## config.mk

```make
export PLATFORM = sky130hd
export DESIGN_NAME = inst_rom_arb_flat
export DESIGN_NICKNAME = d
export VERILOG_FILES = /design/src/rtl/inst_rom_arb_pkg.sv /design/src/rtl/inst_rom_arb_if.sv /design/src/rtl/inst_rom_arb_slot.sv /design/src/rtl/inst_rom_arb.sv /design/src/flat_wrapper.sv
export SDC_FILE = /design/constraint.sdc
export NUM_CORES = 1
export LEC_CHECK = 0
export CORE_MARGIN = 1
export CORE_UTILIZATION = 45
export CTS_BUF_LIST = sky130_fd_sc_hd__clkbuf_2
export DETAILED_ROUTE_END_ITERATION = 16
export DONT_BUFFER_PORTS = 1
export PLACE_DENSITY = 0.62
export SETUP_SLACK_MARGIN = 0.4
export SLEW_MARGIN = 30
export SYNTH_ARGS = -nofsm -noshare
export SYNTH_HDL_FRONTEND = slang
export SYNTH_SLANG_ARGS = --single-unit
```

## constraint.sdc

```tcl
create_clock -name clk -period 5.5 [get_ports clk]
set_input_delay 0.55 -clock clk [delete_from_list [all_inputs] [get_ports clk]]
set_output_delay 0.55 -clock clk [all_outputs]
set_load 0.02 [all_outputs]
```

## src/rtl/inst_rom_arb_pkg.sv

```systemverilog
// Shared constants and small helpers for the instruction ROM arbiter.
// Constant values track INST_ROM_DEPTH / PORT_ADDR_WIDTH / PORT_DATA_WIDTH in define.v.
package inst_rom_arb_pkg;

    localparam int INST_ROM_DEPTH  = 512;
    localparam int PORT_ADDR_WIDTH = 32;
    localparam int PORT_DATA_WIDTH = 32;
    localparam int NUM_PORTS       = 2;

    typedef enum logic {
        PORT_IF = 1'b0,
        PORT_LS = 1'b1
    } port_e;

    function automatic port_e other_port(input port_e p);
        return (p == PORT_IF) ? PORT_LS : PORT_IF;
    endfunction

endpackage

```

## src/rtl/inst_rom_arb_if.sv

```systemverilog
// Request/response channels of the fetch (if_*) and load/store (ls_*) ROM ports.
interface inst_rom_arb_if #(
    parameter int ADDR_W = 32,
    parameter int DATA_W = 32
);
    logic              if_req_valid_i;
    logic              if_req_ready_o;
    logic [ADDR_W-1:0] if_req_addr_i;
    logic              if_flush_i;
    logic              if_resp_valid_o;
    logic              if_resp_ready_i;
    logic [DATA_W-1:0] if_resp_data_o;
    logic              if_resp_err_o;

    logic              ls_req_valid_i;
    logic              ls_req_ready_o;
    logic [ADDR_W-1:0] ls_req_addr_i;
    logic              ls_resp_valid_o;
    logic              ls_resp_ready_i;
    logic [DATA_W-1:0] ls_resp_data_o;
    logic              ls_resp_err_o;

    modport slave (
        input  if_req_valid_i, if_req_addr_i, if_flush_i, if_resp_ready_i,
        input  ls_req_valid_i, ls_req_addr_i, ls_resp_ready_i,
        output if_req_ready_o, if_resp_valid_o, if_resp_data_o, if_resp_err_o,
        output ls_req_ready_o, ls_resp_valid_o, ls_resp_data_o, ls_resp_err_o
    );

    modport master (
        output if_req_valid_i, if_req_addr_i, if_flush_i, if_resp_ready_i,
        output ls_req_valid_i, ls_req_addr_i, ls_resp_ready_i,
        input  if_req_ready_o, if_resp_valid_o, if_resp_data_o, if_resp_err_o,
        input  ls_req_ready_o, ls_resp_valid_o, ls_resp_data_o, ls_resp_err_o
    );
endinterface

```

## src/rtl/inst_rom_arb_slot.sv

```systemverilog
// One-deep registered response slot with valid/ready, a load port and a clear input.
module inst_rom_arb_slot #(
    parameter int DATA_W = 32
) (
    input  logic              clk,
    input  logic              rst,
    input  logic              load_i,
    input  logic              clear_i,
    input  logic [DATA_W-1:0] data_i,
    input  logic              err_i,
    input  logic              resp_ready_i,
    output logic              resp_valid_o,
    output logic [DATA_W-1:0] resp_data_o,
    output logic              resp_err_o
);
    logic              valid_q, valid_d;
    logic [DATA_W-1:0] data_q, data_d;
    logic              err_q, err_d;

    // Clear wins; a load in the draining cycle refills the slot back-to-back.
    always_comb begin
        valid_d = valid_q;
        data_d  = data_q;
        err_d   = err_q;
        if (clear_i) begin
            valid_d = 1'b0;
        end else if (load_i) begin
            valid_d = 1'b1;
            data_d  = data_i;
            err_d   = err_i;
        end else if (valid_q && resp_ready_i) begin
            valid_d = 1'b0;
        end
    end

    always_ff @(posedge clk) begin
        if (rst) begin
            valid_q <= 1'b0;
            data_q  <= '0;
            err_q   <= 1'b0;
        end else begin
            valid_q <= valid_d;
            data_q  <= data_d;
            err_q   <= err_d;
        end
    end

    assign resp_valid_o = valid_q;
    assign resp_data_o  = data_q;
    assign resp_err_o   = err_q;
endmodule

```

## src/rtl/inst_rom_arb.sv

```systemverilog
// Round-robin arbiter sharing the combinational instruction ROM read port between
// the fetch unit (port 0) and the load/store unit (port 1), with registered responses.
module inst_rom_arb
    import inst_rom_arb_pkg::*;
#(
    parameter int ROM_DEPTH = INST_ROM_DEPTH,
    parameter int ADDR_W    = PORT_ADDR_WIDTH,
    parameter int DATA_W    = PORT_DATA_WIDTH
) (
    input  logic              clk,
    input  logic              rst,
    inst_rom_arb_if.slave     bus,
    output logic [ADDR_W-1:0] rom_addr_o,
    input  logic [DATA_W-1:0] rom_data_i
);
    logic [NUM_PORTS-1:0] req_valid, resp_ready, resp_valid, resp_err;
    logic [NUM_PORTS-1:0] clear, eligible, grant;
    logic [ADDR_W-1:0]    req_addr [NUM_PORTS];
    logic [DATA_W-1:0]    resp_data [NUM_PORTS];
    logic [ADDR_W-1:0]    word_idx;
    logic [DATA_W-1:0]    load_data;
    logic                 load_err;
    port_e                rr_q, rr_d;

    assign req_valid   = {bus.ls_req_valid_i, bus.if_req_valid_i};
    assign resp_ready  = {bus.ls_resp_ready_i, bus.if_resp_ready_i};
    assign req_addr[0] = bus.if_req_addr_i;
    assign req_addr[1] = bus.ls_req_addr_i;
    assign clear       = {1'b0, bus.if_flush_i};

    // A flushing fetch port is held off so the cleared slot is not refilled.
    assign eligible = req_valid & (~resp_valid | resp_ready) & ~clear;

    always_comb begin
        grant = eligible;
        rr_d  = rr_q;
        if (&eligible) begin
            grant = (rr_q == PORT_IF) ? 2'b01 : 2'b10;
            rr_d  = other_port(rr_q);
        end
    end

    always_ff @(posedge clk) begin
        if (rst) begin
            rr_q <= PORT_IF;
        end else begin
            rr_q <= rr_d;
        end
    end

    always_comb begin
        rom_addr_o = '0;
        if (grant[0]) begin
            rom_addr_o = req_addr[0];
        end else if (grant[1]) begin
            rom_addr_o = req_addr[1];
        end
    end

    // Misaligned or beyond-the-end addresses return 0 with err instead of wrapping.
    assign word_idx  = rom_addr_o >> 2;
    assign load_err  = (rom_addr_o[1:0] != 2'b00) || (word_idx >= ADDR_W'(ROM_DEPTH));
    assign load_data = load_err ? '0 : rom_data_i;

    for (genvar gi = 0; gi < NUM_PORTS; gi++) begin : g_slot
        inst_rom_arb_slot #(.DATA_W(DATA_W)) u_slot (
            .clk          (clk),
            .rst          (rst),
            .load_i       (grant[gi]),
            .clear_i      (clear[gi]),
            .data_i       (load_data),
            .err_i        (load_err),
            .resp_ready_i (resp_ready[gi]),
            .resp_valid_o (resp_valid[gi]),
            .resp_data_o  (resp_data[gi]),
            .resp_err_o   (resp_err[gi])
        );
    end

    assign bus.if_req_ready_o  = grant[0];
    assign bus.ls_req_ready_o  = grant[1];
    assign bus.if_resp_valid_o = resp_valid[0];
    assign bus.ls_resp_valid_o = resp_valid[1];
    assign bus.if_resp_data_o  = resp_data[0];
    assign bus.ls_resp_data_o  = resp_data[1];
    assign bus.if_resp_err_o   = resp_err[0];
    assign bus.ls_resp_err_o   = resp_err[1];
endmodule

```

## src/flat_wrapper.sv

```systemverilog
// flat-port wrapper written by rule: the top's interface ports become plain ports
module inst_rom_arb_flat import inst_rom_arb_pkg::*;
#(
    parameter int ROM_DEPTH = INST_ROM_DEPTH,
    parameter int ADDR_W    = PORT_ADDR_WIDTH,
    parameter int DATA_W    = PORT_DATA_WIDTH
)
  (clk, rst, rom_addr_o, rom_data_i, bus_if_req_valid_i, bus_if_req_addr_i, bus_if_flush_i, bus_if_resp_ready_i, bus_ls_req_valid_i, bus_ls_req_addr_i, bus_ls_resp_ready_i, bus_if_req_ready_o, bus_if_resp_valid_o, bus_if_resp_data_o, bus_if_resp_err_o, bus_ls_req_ready_o, bus_ls_resp_valid_o, bus_ls_resp_data_o, bus_ls_resp_err_o);
  inst_rom_arb_if #(.ADDR_W(ADDR_W), .DATA_W(DATA_W)) bus_i ();
  input  logic clk;
  input  logic rst;
  output logic [ADDR_W-1:0] rom_addr_o;
  input  logic [DATA_W-1:0] rom_data_i;
  input wire logic [$bits(bus_i.if_req_valid_i)-1:0] bus_if_req_valid_i;
  input wire logic [$bits(bus_i.if_req_addr_i)-1:0] bus_if_req_addr_i;
  input wire logic [$bits(bus_i.if_flush_i)-1:0] bus_if_flush_i;
  input wire logic [$bits(bus_i.if_resp_ready_i)-1:0] bus_if_resp_ready_i;
  input wire logic [$bits(bus_i.ls_req_valid_i)-1:0] bus_ls_req_valid_i;
  input wire logic [$bits(bus_i.ls_req_addr_i)-1:0] bus_ls_req_addr_i;
  input wire logic [$bits(bus_i.ls_resp_ready_i)-1:0] bus_ls_resp_ready_i;
  output wire logic [$bits(bus_i.if_req_ready_o)-1:0] bus_if_req_ready_o;
  output wire logic [$bits(bus_i.if_resp_valid_o)-1:0] bus_if_resp_valid_o;
  output wire logic [$bits(bus_i.if_resp_data_o)-1:0] bus_if_resp_data_o;
  output wire logic [$bits(bus_i.if_resp_err_o)-1:0] bus_if_resp_err_o;
  output wire logic [$bits(bus_i.ls_req_ready_o)-1:0] bus_ls_req_ready_o;
  output wire logic [$bits(bus_i.ls_resp_valid_o)-1:0] bus_ls_resp_valid_o;
  output wire logic [$bits(bus_i.ls_resp_data_o)-1:0] bus_ls_resp_data_o;
  output wire logic [$bits(bus_i.ls_resp_err_o)-1:0] bus_ls_resp_err_o;
  assign bus_i.if_req_valid_i = bus_if_req_valid_i;
  assign bus_i.if_req_addr_i = bus_if_req_addr_i;
  assign bus_i.if_flush_i = bus_if_flush_i;
  assign bus_i.if_resp_ready_i = bus_if_resp_ready_i;
  assign bus_i.ls_req_valid_i = bus_ls_req_valid_i;
  assign bus_i.ls_req_addr_i = bus_ls_req_addr_i;
  assign bus_i.ls_resp_ready_i = bus_ls_resp_ready_i;
  assign bus_if_req_ready_o = bus_i.if_req_ready_o;
  assign bus_if_resp_valid_o = bus_i.if_resp_valid_o;
  assign bus_if_resp_data_o = bus_i.if_resp_data_o;
  assign bus_if_resp_err_o = bus_i.if_resp_err_o;
  assign bus_ls_req_ready_o = bus_i.ls_req_ready_o;
  assign bus_ls_resp_valid_o = bus_i.ls_resp_valid_o;
  assign bus_ls_resp_data_o = bus_i.ls_resp_data_o;
  assign bus_ls_resp_err_o = bus_i.ls_resp_err_o;
  inst_rom_arb #(.ROM_DEPTH(ROM_DEPTH), .ADDR_W(ADDR_W), .DATA_W(DATA_W)) u_core (.clk(clk), .rst(rst), .bus(bus_i), .rom_addr_o(rom_addr_o), .rom_data_i(rom_data_i));
endmodule
```

# Word level (Yosys, flattened, before mapping)
# Index checks and enable logic that the tools add are counted.
# word_totals
ff_bits,69
input_bits,103
output_inout_bits,102
# op_classes
order_cmp,1
mux,10
n_bitwise,6
reduce_logical,9
# ops
op,n
32-bit two-way mux,3
"30-bit by 10-bit >= comparator with 1-bit output, second input constant",1
2-bit nonzero test,3
1-bit two-way mux,5
2-bit AND,2
2-bit two-way mux,2
2-bit AND reduction,2
1-bit logical AND,2
1-bit inverter with 2-bit output,1
2-bit inverter,1
2-bit bitwise OR,1
2-bit OR reduction,1
1-bit logical OR,1
1-bit inverter,1

# Logic depth before layout (Yosys ltp)
# Gate-level depths: netlist of run 1.
# logic_depth
ltp_word,11
depth_mapped,6
mapped_depth_nobuf,5

# By module
# A second synthesis of run 1 with hierarchy kept.
# hier_totals
cells_unflattened,417
area_unflattened_um2,4286.6
# modules_own_cells
module,instances,cells_each,area_per_inst_um2
inst_rom_arb_slot,2,153,1602.8
inst_rom_arb,1,111,1081.0

# Least setup slack after synthesis of run 1
# Ideal clock, no wire load.
# synth_path
kind,input port to output port
start,input port bus_ls_resp_ready_i
end,output port rom_addr_o[2]
arrival_time_ns,1.993
path_slack_ns,2.957
stages,6
cell_sequence,nand2b_1 -> a311oi_1 -> buf_2 -> buf_2 -> nand2_1 -> o21ai_1
# synth_lines
item,line,rtl
"start, declared",flat_wrapper.sv:20,input wire logic [$bits(bus_i.ls_resp_ready_i)-1:0] bus_ls_resp_ready_i;
2-bit bitwise OR,inst_rom_arb.sv:32,assign eligible = req_valid & (~resp_valid | resp_ready) & ~clear;
2-bit AND (2 in a row),inst_rom_arb.sv:32,
2-bit AND reduction,inst_rom_arb.sv:37,if (&eligible) begin
2-bit two-way mux,inst_rom_arb.sv:37,
net bus_if_req_ready_o,flat_wrapper.sv:21,output wire logic [$bits(bus_i.if_req_ready_o)-1:0] bus_if_req_ready_o;
32-bit two-way mux,inst_rom_arb.sv:53,if (grant[0]) begin
"end, declared",flat_wrapper.sv:12,output logic [ADDR_W-1:0] rom_addr_o;
# The timed path passes the listed nets, and every way through them passes these cells.

# Worst setup path after layout of run 1
# layout_path
start,register u_core.g_slot[0].u_slot.valid_q
end,output port rom_addr_o[29]
# layout_via
elab_chain_cells,8
# layout_lines
item,line,rtl
"start, declared",inst_rom_arb_slot.sv:16,"logic valid_q, valid_d;"
"start signal, assigned",inst_rom_arb_slot.sv:42,valid_q <= valid_d;
2-bit inverter,inst_rom_arb.sv:32,
2-bit bitwise OR,inst_rom_arb.sv:32,
2-bit AND (2 in a row),inst_rom_arb.sv:32,
2-bit AND reduction,inst_rom_arb.sv:37,
2-bit two-way mux,inst_rom_arb.sv:37,
net bus_ls_req_ready_o,flat_wrapper.sv:25,output wire logic [$bits(bus_i.ls_req_ready_o)-1:0] bus_ls_req_ready_o;
32-bit two-way mux,inst_rom_arb.sv:55,end else if (grant[1]) begin
32-bit two-way mux,inst_rom_arb.sv:53,
# The timed path passes the listed nets, and every way through them passes these cells.

==> metrics.csv, run 1 <==
metric;value;unit
fraction of registers with async set/reset;0;%
fin crit share;57.3;%
antenna cell count;0;
combinational share of power;13.8;%
initial antenna violation count;0;
reg2reg end;u_core.g_slot[1].u_slot.resp_data_o[24];
H-tree Lvls;3;
Fin Hold WS;0.102;ns
Final Critical Period;3.15;ns
Setup WS pre-CTS;2.60;ns
slowest stage delay, CP;0.52;ns
latest clock arrival within the worst-skew pair;0.49;ns
Setup Crit Path Kind;flip-flop to output port;
CTS resizes;0;
share of total power in the clock network;31.8;%
status;complete, no violations;
clock sinks;69;
Yosys top cell by area;dfxtp_1;
CTS Hold Bufs;0;
XOR/XNOR Fraction of Synth Area;0.274;%
setup ws final;2.35;ns
R2R depth;7;
Syn Inst Count;342;
unique cell type count in the Yosys netlist;33;
Via density;6.59;
power density cells;279;mW/mm^2
Slowest-stage cell, CP;inv_2;
worst slew pin tran;0.825;ns
WL per Instance;22.4;um
number of max-cap violations;0;
RSZ-0062 raised after global routing;false;
total nets after synthesis;445;
synthesized area per cell;9.34;sq um
Post-synth EDFFs;0;
first-pass GRT wire length;14300;um
Slew headroom;44.9;%
Die Y-Extent;86.3;um
total chip power;933;uW
Std-Cell Rows;30;
nets@finish;424;
CP required;4.95;ns
Crit Path Max Fanout;35;
area delta synth->final;4.62;%
Switch Pwr;288;uW
WP data arrival;2.60;ns
Leak Pwr;1.14;nW
Initial Utilization;46.8;%
clk_skew;0.0333;ns
mapped cell area;0.00320;sq mm
TritonCTS clock tree;yes;
I/O Buffers;0;
Hold Crit Depth;1;
Internal Power;645;uW
share of the synthesized area in the top cell type;43.2;%
Antenna Nets Post-Route;0;
Min-Delay Path Class;input pin to flip-flop;
Simple-Gate Fraction of Synth Area;21.0;%
GRT Util Overall;25.2;%
register clock-pin slew on the reported worst setup and hold paths;0.21;ns
Seq/Total Area, Yosys;43.2;%
Adder-Cell Fraction of Synth Area;0;%
element type at the critical path end;output port;
Synth Area in Compound Gates;30.3;%
violation count after the first detailed-route iteration;193;
Flop pwr share;54.4;%
Post-CTS Setup Bufs;0;
Ports;205;
TritonCTS buffer count;9;
dominant synthesized flop cell;dfxtp_1;
vias in the first global route;2689;
TritonRoute pass-1 iters;4;
GPL Wtd Cong;0.837;
reg2reg setup slack;2.68;ns
hold path endpoint;u_core.g_slot[0].u_slot.resp_valid_o;
CTS root buffer;clkbuf_2;
Hold Path Origin;bus_if_flush_i;
maximum vdd drop;0.192;mV
final hold vios;0;
core box area;0.00683;sq mm
multiplexer share of the synthesized area;0;%
ranking of synthesized cells by area;dfxtp_1, a32o_1, a22o_1, nor2b_1, nand3_1;
post-synthesis register bit count;69;
final setup vio count;0;
largest net degree at the start of global routing;66;
final slew viol count;0;
reg2reg start;u_core.g_slot[1].u_slot.resp_valid_o;
Max Fclk;317;MHz
Remaining DRCs;0;
detailed placement HPWL;6310;um
sw frac;30.9;%
CTS max path bufs;2;
global route overflow;0;
final wirelength;9430;um
largest family of logic cells by synthesized area;compound AO/OA/AOI/OAI gates;
share of cells above drive strength 1;12.0;%
full die area;0.00744;sq mm
Warnings, synthesis;0;
crit-path cells;nor2b_4 > o311ai_4 > buf_4 > inv_2 > a22o_1;
TNS Setup;0;ns
Startpoint Class;flip-flop;
Die Wd;86.3;um
via count;2781;
-- power by group through the flow --
stage	Sequential, mW	Combinational (mW)	Clock (mW)
finish	0.508	0.129	0.296
global route	0.509	0.139	0.326
CTS	0.508	0.130	0.307
detailed placement	0.518	0.129	0
global placement	0.518	0.128	0
floorplan	0.517	0.113	0
-- cell usage after synthesis (6+ instances only) --
master,n
a22o_1,31
a32o_1,32
clkbuf_1,25
o31ai_2,9
nor2b_1,32
buf_2,13
nor2_1,6
dfxtp_1,69
o31ai_1,22
nor4_1,7
nand3_1,34
nand2_1,33
-- worst max path at each step --
| stage | start | end | slack, ns | cells past startpoint |
|---|---|---|---|---|
| global route | u_core.g_slot[0].u_slot.resp_valid_o | rom_addr_o[26] | 2.15 | 5 |
| CTS | u_core.g_slot[1].u_slot.resp_valid_o | rom_addr_o[20] | 2.31 | 5 |
| floorplan | bus_ls_resp_ready_i | rom_addr_o[2] | 2.96 | 6 |
| detailed placement | bus_ls_resp_ready_i | u_core.g_slot[1].u_slot.resp_data_o[24] | 2.60 | 7 |
| finish | u_core.g_slot[0].u_slot.resp_valid_o | rom_addr_o[29] | 2.35 | 5 |
| global placement | bus_ls_resp_ready_i | u_core.g_slot[1].u_slot.resp_data_o[9] | 2.72 | 7 |
-- layout by cell type (no fill, tap or decap), types with 2 or more instances in the layout --
| cell type | instances |
|---|---|
| dfxtp_1 | 69 |
| nand3_1 | 34 |
| nand2_1 | 33 |
| nor2b_1 | 32 |
| a32o_1 | 32 |
| a22o_1 | 31 |
| o31ai_1 | 22 |
| o31ai_2 | 9 |
| clkbuf_2 | 9 |
| nor4_1 | 7 |
| buf_4 | 6 |
| nor2_1 | 5 |
| nor3_1 | 5 |
| a21oi_1 | 3 |
| clkinvlp_4 | 3 |
| o21ai_0 | 2 |
-- metrics by stage --
step,cell area [sq um],util (%),instances
after floorplan,3200,-,342
after CTS,3340,48.9,422
after global routing,3340,48.9,422
after global placement,3220,47.2,406
final,3340,48.9,422
after detailed placement,3220,47.2,406
-- sequential cells by signal, summed over array words and instances, names as in the netlist --
signal / flops
u_core.rr_q: 1
u_core.g_slot.u_slot.resp_data_o: 64
u_core.g_slot.u_slot.resp_valid_o: 2
u_core.g_slot.u_slot.resp_err_o: 2
-- layer usage --
layer	track usage, %	part of all wire [%]
met2	42.2	50
met1	29.4	39
met3	8.38	9.2
met4	10.8	2.0
met5	0	0
-- area by class of cell --
type                       count  area [sq um]
fill                         677          3490
multi-input combinational    233          1670
sequential                    69          1380
tap                           96           120
clock inverter                 7          73.8
clock buffer                   9          45.0
timing repair buffer           6          45.0
inverter                       2          8.76
-- cells by family after synthesis --
family | count (synthesis)
compound gates | 105
flops | 69
buf+inv | 40
xor+xnor | 1
simple gates | 127
-- worst max-delay path: cells and delay by family (launching register included) --
kind | cells | cell delay (ns)
compound gates | 2 | 0.49
buf+inv | 2 | 0.80
simple gates | 1 | 0.30
flops | 1 | 0.49
Power figures use the tool's default switching activity.
==> run 2, diff against run 1 <==
Settings changed: PLACE_DENSITY 0.62 to 0.64.
Clock period 5.5 ns to 2.8 ns, I/O delays scaled along.
==> run 2 against run 1 <==
Flip-flop and latch count unchanged. Final cell count rose by 11%. Final area up 15%. Routed wire length increased by 6.8%. Power up 110%. Setup slack worse by 1.8 ns. Die area is the same. Critical path type unchanged. Highest routed layer unchanged.
==> metrics.csv, run 2 (same netlist as run 1, synthesis figures left out) <==
metric;value;unit;change
status;complete, no violations;;unchanged
area delta synth->final;20.6;%;was 4.62%
crit path launch;u_core.g_slot[0].u_slot.resp_valid_o;;unchanged
clk_skew;0.0159;ns;was 0.0333 ns
Leak Pwr;1.38;nW;was 1.14 nW
element type at the critical path end;output port;;unchanged
Antenna Nets Post-Route;0;;unchanged
placed cell area;0.00325;sq mm;was 0.00322 sq mm
violation count after the first detailed-route iteration;183;;was 193
final hold vios;0;;unchanged
fillers;618;;was 677
Ports;205;;unchanged
TritonCTS clock tree;yes;;unchanged
storage element area;0.00139;sq mm;was 0.00138 sq mm
number of max-cap violations;0;;unchanged
WP data arrival;2.00;ns;was 2.60 ns
GRT Util Overall;24.9;%;was 25.2%
latest clock arrival within the worst-skew pair;0.48;ns;was 0.49 ns
reg2reg setup slack;0.61;ns;was 2.68 ns
full die area;0.00744;sq mm;unchanged
CTS max path bufs;2;;unchanged
worst slew pin tran;0.622;ns;was 0.825 ns
Flop pwr share;50.1;%;was 54.4%
Initial Utilization;46.8;%;unchanged
Die Wd;86.3;um;unchanged
TritonRoute pass-1 iters;5;;was 4
initial antenna violation count;0;;unchanged
Setup Crit Path Kind;flip-flop to output port;;unchanged
nets@finish;469;;was 424
share of total power in the clock network;33.7;%;was 31.8%
H-tree Lvls;3;;unchanged
Min-Delay Path Class;input pin to flip-flop;;unchanged
most common cell after layout, fill and taps aside;dfxtp_1;;unchanged
maximum vdd drop;0.468;mV;was 0.192 mV
antenna cell count;0;;unchanged
Final Critical Period;2.28;ns;
Multi-input gate area;0.00169;sq mm;was 0.00167 sq mm
clock sinks;69;;unchanged
final wirelength;10100;um;was 9430 um
final setup vio count;0;;unchanged
Crit Path Max Fanout;34;;was 35
via count;2918;;was 2,781
Internal Power;1.41;mW;was 645 uW
RSZ-0062 raised after global routing;false;;unchanged
share of cells above drive strength 1;16.7;%;was 12.0%
sw frac;29.1;%;was 30.9%
I/O Buffers;0;;unchanged
met3 WL post-DR;878;um;was 870 um
combinational share of power;16.2;%;was 13.8%
vias in the first global route;2721;;was 2,689
Finished Layout Cells;467;;was 422
Max Fclk;439;MHz;
CTS root buffer;clkbuf_2;;unchanged
Top Layer Used;met4;;unchanged
CP required;2.52;ns;was 4.95 ns
Remaining DRCs;0;;unchanged
fin crit share;81.3;%;
Die Y-Extent;86.3;um;unchanged
total chip power;1.99;mW;was 933 uW
reg2reg end;u_core.g_slot[1].u_slot.resp_data_o[0];;was u_core.g_slot[1].u_slot.resp_data_o[24]
register clock-pin slew on the reported worst setup and hold paths;0.19;ns;was 0.21 ns
power density cells;517;mW/mm^2;was 279 mW/mm^2
core box area;0.00683;sq mm;unchanged
final slew viol count;0;;unchanged
Fin Hold WS;0.0584;ns;was 0.102 ns
largest net degree at the start of global routing;40;;was 66
global route overflow;0;;unchanged
Switch Pwr;580;uW;was 288 uW
Via density;6.25;;was 6.59
WL per Instance;21.6;um;was 22.4 um
Std-Cell Rows;30;;unchanged
placed insts;410;;was 406
max FFs per register;64;;unchanged
TNS Setup;0;ns;unchanged
reg2reg start;u_core.g_slot[0].u_slot.resp_valid_o;;was u_core.g_slot[1].u_slot.resp_valid_o
routed metal-1 wirelength;4150;um;was 3680 um
detailed placement HPWL;6330;um;was 6310 um
first-pass GRT wire length;14200;um;was 14,300 um
Startpoint Class;flip-flop;;unchanged
most frequent cells in the layout;dfxtp_1, nand3_1, dlygate4sd3_1, nand2_1;;was dfxtp_1, nand3_1, nand2_1, nor2b_1, a32o_1
TritonCTS buffer count;9;;unchanged
WL met2;4950;um;was 4690 um
R2R depth;7;;unchanged
crit path to;rom_addr_o[1];;was rom_addr_o[29]
fin area;0.00385;sq mm;was 0.00334 sq mm
GPL Wtd Cong;0.943;;was 0.837
Slew headroom;58.5;%;was 44.9%
## run 2: what timing repair did
action,CTS,global route
hold buffers,33,1
pin swaps,1,1
setup endpoints to repair,73,32
hold endpoints to repair,34,1
gates cloned,0,2
resized for setup,7,11
buffers inserted,0,4
## run 2: per-stage QoR
stage / setup WS [ns] / util [%]
floorplan: 0.687 / -
global placement: 0.486 / 47.6
detailed placement: 0.395 / 47.6
CTS: 0.415 / 54.8
global route: 0.409 / 56.4
finish: 0.523 / 56.4
## run 2: worst max-delay path, stage by stage, from the launching register on
cell and delay, ns:
dfxtp_2 0.43, nor2b_4 0.27, o311ai_4 0.13, inv_2 0.09, buf_6 0.27, a22o_1 0.32
## run 2: how the worst min path moves through the flow
stage	from	end	depth (start not counted)
after floorplan	bus_if_flush_i	u_core.g_slot[0].u_slot.resp_valid_o	1
after global placement	bus_if_flush_i	u_core.g_slot[0].u_slot.resp_valid_o	1
after detailed placement	rst	u_core.g_slot[1].u_slot.resp_valid_o	1
after CTS	bus_if_resp_ready_i	u_core.g_slot[0].u_slot.resp_valid_o	3
after global routing	rst	u_core.g_slot[0].u_slot.resp_data_o[18]	2
final	rst	u_core.g_slot[1].u_slot.resp_data_o[23]	2
## run 2: layer usage
layer,vias up,global-route usage [%]
met4,0,6.52
met5,-,0
met1,1422,30.5
met3,8,8.86
li1,1350,-
met2,138,41.6
## run 2: power by group through the flow
| stage | Combinational (mW) | Clock [mW] | Sequential [mW] |
|---|---|---|---|
| floorplan | 0.221 | 0 | 1.02 |
| global placement | 0.253 | 0 | 1.02 |
| detailed placement | 0.255 | 0 | 1.02 |
| CTS | 0.299 | 0.687 | 0.999 |
| global route | 0.343 | 0.728 | 1.00 |
| finish | 0.322 | 0.672 | 0.998 |
## run 2: final cells by class
type	instances	area share, %
multi-input combinational	233	43.7
sequential	69	36.0
tap	96	3.12
clock inverter	7	2.53
inverter	2	0.195
clock buffer	9	1.17
timing repair buffer	51	13.3
